==> src/rtl/mux_n_to_1_pipe.sv <==
// -----------------------------------------------------------------------------
// mux_n_to_1_pipe
//
// Registered N-to-1 datapath multiplexer with valid/ready flow control.
// Selects one of N_INPUTS packed WIDTH-bit inputs and registers it for one
// cycle. The output register holds the value while downstream stalls. A
// select value with no matching input yields zero data and raises sel_err
// alongside that beat.
//
// Optional build macro: MUX_PIPE_SKID_BUF_EN
//   Undefined (default): in_ready = !out_valid || out_ready (combinational).
//   Defined            : a one-entry skid buffer is added and in_ready comes
//                        straight from a flop (in_ready = !skid_valid), so
//                        there is no combinational path from out_ready.
//
// Parameters:
//   WIDTH     - width of each input and of the output
//   N_INPUTS  - number of data inputs (2..16)
//   SEL_WIDTH - select width, 2**SEL_WIDTH must be >= N_INPUTS
//
// Ports:
//   clk       in   rising-edge system clock
//   rst_n     in   asynchronous active-low reset
//   in_data   in   packed inputs, input k at [k*WIDTH +: WIDTH]
//   select    in   index of the input to forward
//   in_valid  in   in_data/select valid this cycle
//   in_ready  out  block can accept a beat this cycle
//   out_data  out  registered selected data
//   out_sel   out  select value that produced out_data
//   out_valid out  out_data/out_sel/sel_err valid
//   out_ready in   downstream accepts this cycle
//   sel_err   out  current output came from an out-of-range select
// -----------------------------------------------------------------------------
module mux_n_to_1_pipe #(
    parameter int WIDTH     = 16,
    parameter int N_INPUTS  = 4,
    parameter int SEL_WIDTH = 2
) (
    input  logic                      clk,
    input  logic                      rst_n,
    input  logic [N_INPUTS*WIDTH-1:0] in_data,
    input  logic [SEL_WIDTH-1:0]      select,
    input  logic                      in_valid,
    output logic                      in_ready,
    output logic [WIDTH-1:0]          out_data,
    output logic [SEL_WIDTH-1:0]      out_sel,
    output logic                      out_valid,
    input  logic                      out_ready,
    output logic                      sel_err
);

    // Combinational pick of the addressed input.
    logic [WIDTH-1:0] pick_data;
    logic             pick_err;

    always_comb begin
        // NOTE: defaults first so every path assigns both outputs; without
        // them an unmatched select would infer a latch.
        pick_data = '0;
        pick_err  = 1'b1;
        for (int k = 0; k < N_INPUTS; k++) begin
            if (int'(select) == k) begin
                pick_data = in_data[k*WIDTH +: WIDTH];
                pick_err  = 1'b0;
            end
        end
    end

    // Output register.
    logic [WIDTH-1:0]     data_q;
    logic [SEL_WIDTH-1:0] sel_q;
    logic                 err_q;
    logic                 valid_q;

    logic in_fire;
    logic out_free;   // output register can take a new beat at this edge

    assign out_free = !valid_q || out_ready;
    assign in_fire  = in_valid && in_ready;

`ifdef MUX_PIPE_SKID_BUF_EN

    // Skid entry: holds the one beat accepted while the output was stalled.
    logic [WIDTH-1:0]     skid_data;
    logic [SEL_WIDTH-1:0] skid_sel;
    logic                 skid_err;
    logic                 skid_valid;

    // Flop-driven ready: the skid entry absorbs the beat that arrives in the
    // cycle the output stalls, so ready never has to look at out_ready.
    assign in_ready = !skid_valid;

    always_ff @(posedge clk or negedge rst_n) begin
        if (!rst_n) begin
            // NOTE: the data/select/error holding registers are reset too,
            // since the outputs must read zero immediately on reset.
            data_q     <= '0;
            sel_q      <= '0;
            err_q      <= 1'b0;
            valid_q    <= 1'b0;
            skid_data  <= '0;
            skid_sel   <= '0;
            skid_err   <= 1'b0;
            skid_valid <= 1'b0;
        end else begin
            if (skid_valid) begin
                // Older beat waiting: it must reach the output before any
                // new beat is accepted (in_ready is low here).
                if (out_free) begin
                    data_q     <= skid_data;
                    sel_q      <= skid_sel;
                    err_q      <= skid_err;
                    valid_q    <= 1'b1;
                    skid_valid <= 1'b0;
                end
            end else if (in_fire) begin
                if (out_free) begin
                    data_q  <= pick_data;
                    sel_q   <= select;
                    err_q   <= pick_err;
                    valid_q <= 1'b1;
                end else begin
                    skid_data  <= pick_data;
                    skid_sel   <= select;
                    skid_err   <= pick_err;
                    skid_valid <= 1'b1;
                end
            end else if (out_ready) begin
                // Drained with nothing behind it; data_q keeps its value.
                valid_q <= 1'b0;
            end
        end
    end

`else

    assign in_ready = out_free;

    always_ff @(posedge clk or negedge rst_n) begin
        if (!rst_n) begin
            data_q  <= '0;
            sel_q   <= '0;
            err_q   <= 1'b0;
            valid_q <= 1'b0;
        end else if (in_fire) begin
            // NOTE: non-blocking assignments so every register samples the
            // pre-edge values, whatever order the statements appear in.
            data_q  <= pick_data;
            sel_q   <= select;
            err_q   <= pick_err;
            valid_q <= 1'b1;
        end else if (out_ready) begin
            // Drained with nothing behind it; data_q keeps its value.
            valid_q <= 1'b0;
        end
    end

`endif

    assign out_data  = data_q;
    assign out_sel   = sel_q;
    assign sel_err   = err_q;
    assign out_valid = valid_q;

endmodule

==> config.mk <==
export PLATFORM = sky130hd
export DESIGN_NAME = mux_n_to_1_pipe
export DESIGN_NICKNAME = d
export VERILOG_FILES = /design/src/rtl/mux_n_to_1_pipe.sv
export SDC_FILE = /design/constraint.sdc
export NUM_CORES = 1
export LEC_CHECK = 0
export ABC_AREA = 1
export CORE_UTILIZATION = 30
export DETAILED_ROUTE_END_ITERATION = 10
export PLACE_DENSITY = 0.82
export REMOVE_ABC_BUFFERS = 1
export SLEW_MARGIN = 20
export SYNTH_ARGS = -nofsm -noshare
export SYNTH_HDL_FRONTEND = slang
export SYNTH_SLANG_ARGS = --single-unit
==> constraint.sdc <==
create_clock -name clk -period 1.01 [get_ports clk]
set_input_delay 0.1515 -clock clk [delete_from_list [all_inputs] [get_ports clk]]
set_output_delay 0.1515 -clock clk [all_outputs]
set_load 0.03 [all_outputs]
==> flow_metrics.py <==
metrics = {
    "routing": {
        "drt_pass1_iterations": 4,
        "drtIter0Drc": 102,
        "drc": 0,
        "wl_per_cell_um": 12.9,
        "vias": 1582,
        "ant_nets": 0,
        "wl_mm": 4.32,
        "viasPerCell": 4.71,
    },
    "floorplanning": {
        "coreArea_um2": 4060,
        "die_h_um": 67.3,
        "die-width_um": 67.3,
        "rows": 23,
        "start_util_pct": 31.5,
        "io_pins": 91,
        "die-area_um2": 4520,
    },
    "grt": {
        "grt_max_degree": 21,
        "antenna_found_initial": 0,
        "grt_pass1_wl_mm": 6.73,
        "grt_pass1_vias": 1535,
        "overflow": 0,
        "track_usage_pct": 19.8,
    },
    "sta": {
        "period_share_pct": 110,
        "setup_viol": 5,
        "hold_viol": 0,
        "max_freq_mhz": 904,
        "slew_viol_final": 0,
        "hold_ws_ns": 0.229,
        "slew_headroom_pct": 79.2,
        "fin_skew_ns": 0.00227,
        "tightest_slew_ns": 0.312,
        "rsz0062_at_grt": "yes",
        "fin_ws_ns": -0.0961,
        "period_needed_ns": 1.11,
    },
    "worst_setup_path": {
        "crit_path_end_kind": "primary output",
        "worst-path-max-fanout": 2,
        "arrival_ns": 0.95,
        "cp.required_ns": 0.86,
        "crit_type": "register to primary output",
        "critPathLaunchType": "register",
    },
    "pwr": {
        "irDropWorstVdd_v": 0.000629,
        "power.density_nw_per_um2": 1200,
        "p_clk_share_pct": 22.3,
        "p_int_w": 0.00184,
        "p_sw_w": 0.000947,
        "p_leak_nw": 1.12,
        "power_frac_comb_pct": 42.0,
        "swShare_pct": 34.0,
        "pwr-share-seq_pct": 35.7,
    },
    "yosys": {
        "synth.cell_area_um2": 1280,
        "syn_inst": 188,
        "synth_seq_cells": 20,
        "ys_types": 14,
        "synth_xor_area_share_pct": 0,
        "yosysSeqAreaShare_pct": 39.2,
        "yosysWarnings": 0,
        "synth.area.mux_share_pct": 0,
        "synth_fa_ha_area_share_pct": 0,
        "post_synth.cell_area_avg_um2": 6.80,
        "yosys.area_share.simple_pct": 45.1,
        "synth_top_family_by_area": "simple AND/OR/NAND/NOR gates",
        "synth-compound-area-share_pct": 7.64,
    },
    "cts": {
        "clock_latency_ns": 0.26,
        "clk_path_buf_depth": 2,
        "htree_levels": 1,
        "cts_tree": "done",
        "clock_sinks": 20,
        "cts-root-buf": "clkbuf_8",
        "numCtsBuffers": 3,
        "clk_pin_slew_ns": 0.08,
    },
    "cells_and_area": {
        "fin_nets": 357,
        "n_antenna_cell": 0,
        "fin_util_pct": 57.0,
        "nFillCells": 386,
        "final_cell_mix": "nand2_1, clkdlybuf4s50_1, nand3_1, nor2_1, buf_4",
        "drive_gt1_share_pct": 15.7,
        "syn2layout_area_growth_pct": 81.1,
    },
    "hold_path": {
        "holdCritPathClass": "primary input to asynchronous set/reset pin",
    },
    "run": {
        "drv_cap": 0,
    },
    "status": {
        "outcome": "complete, but fails checks",
        "violations": "setup timing",
    },
    "placed_design": {
        "place_congestion": 0.689,
        "preCtsSetupSlack_ns": -0.483,
        "dp_hpwl_mm": 3.14,
        "port_buffers": 90,
    },
}
## metal layers
metal	part of all wire [%]	global-route usage, %
met4	0.79	4.79
met1	43	24.1
met2	48	35.8
met5	0	0
met3	8.4	3.38
## registers in the layout, summed over array words and instances, names as in the netlist
signal     flops
out_data      16
out_sel        2
out_valid      1
sel_err        1
## final timing paths
path	start	to	slack [ns]	depth (start not counted)
min in group clk	out_data[8]	out_data[8]	0.49	2
worst max-delay path	out_valid	in_ready	-0.1	3
worst max register to register	out_valid	out_data[15]	-0.03	6
max in group asynchronous	rst_n	out_data[1]	0.64	2
worst min register to register	out_data[8]	out_data[8]	0.49	2
worst min-delay path	rst_n	sel_err	0.23	2
## per-stage QoR
stage,cell area [um2],cells,total power [W],setup TNS (ns)
5_1_grt,2310,336,0.00293,-1.40
2_1_floorplan,1180,177,0.00150,-7.69
3_5_place_dp,2220,329,0.00216,-8.25
4_1_cts,2310,336,0.00281,-0.193
6_report,2310,336,0.00278,-0.193
3_3_place_gp,2220,329,0.00214,-7.29
## critical path, cell delays in order (launching register included)
cell and delay (ns):
dfrtp_1 0.39, nand2_2 0.09, buf_6 0.10, buf_6 0.11
## cell type report
type                    instances  area (um2)  area share, %
flip-flops and latches         20         500           21.6
clock buffers                   4        55.1           2.38
inverters                       3        11.3          0.487
repair buffers                104        1000           43.2
multi-input cells             155         684           29.6
well taps                      50        62.6           2.70
## power by group through the flow
stage,sequential (W),clock (W),combinational (W)
2_1_floorplan,0.00124,0,0.000257
3_5_place_dp,0.00101,0,0.00115
3_3_place_gp,0.00100,0,0.00113
6_report,0.000994,0.000621,0.00117
5_1_grt,0.00101,0.000657,0.00127
4_1_cts,0.000994,0.000635,0.00118
## synth_stat cells
| library cell | instances | share of area (%) |
|---|---|---|
| inv_2 | 1 | 0.29 |
| nand2_4 | 1 | 0.88 |
| dfrtp_1 | 20 | 39 |
| nor2_8 | 1 | 1.6 |
| a21boi_0 | 1 | 0.59 |
| o21ai_1 | 15 | 5.9 |
| nor2_1 | 32 | 9.4 |
| nand3_1 | 32 | 13 |
| inv_1 | 2 | 0.59 |
| buf_6 | 6 | 5.3 |
| nand2_1 | 67 | 20 |
| nand2_2 | 2 | 0.98 |
| buf_2 | 5 | 2.0 |
| o21ai_0 | 3 | 1.2 |
## cell families (layout without fill, tap and decap cells)
family | Yosys count | count (layout)
flops | 20 | 20
buf+inv | 14 | 111
simple gates | 135 | 136
compound gates | 19 | 19
## what timing repair did
item / 4_1_cts / 5_1_grt
pin swaps: 3 / 1
gates resized for setup: 5 / 0
buffers inserted: 2 / 0
hold buffers: 0 / 0
setup endpoints to repair: 18 / 20
cloned: 1 / 0
Power figures use the tool's default switching activity.
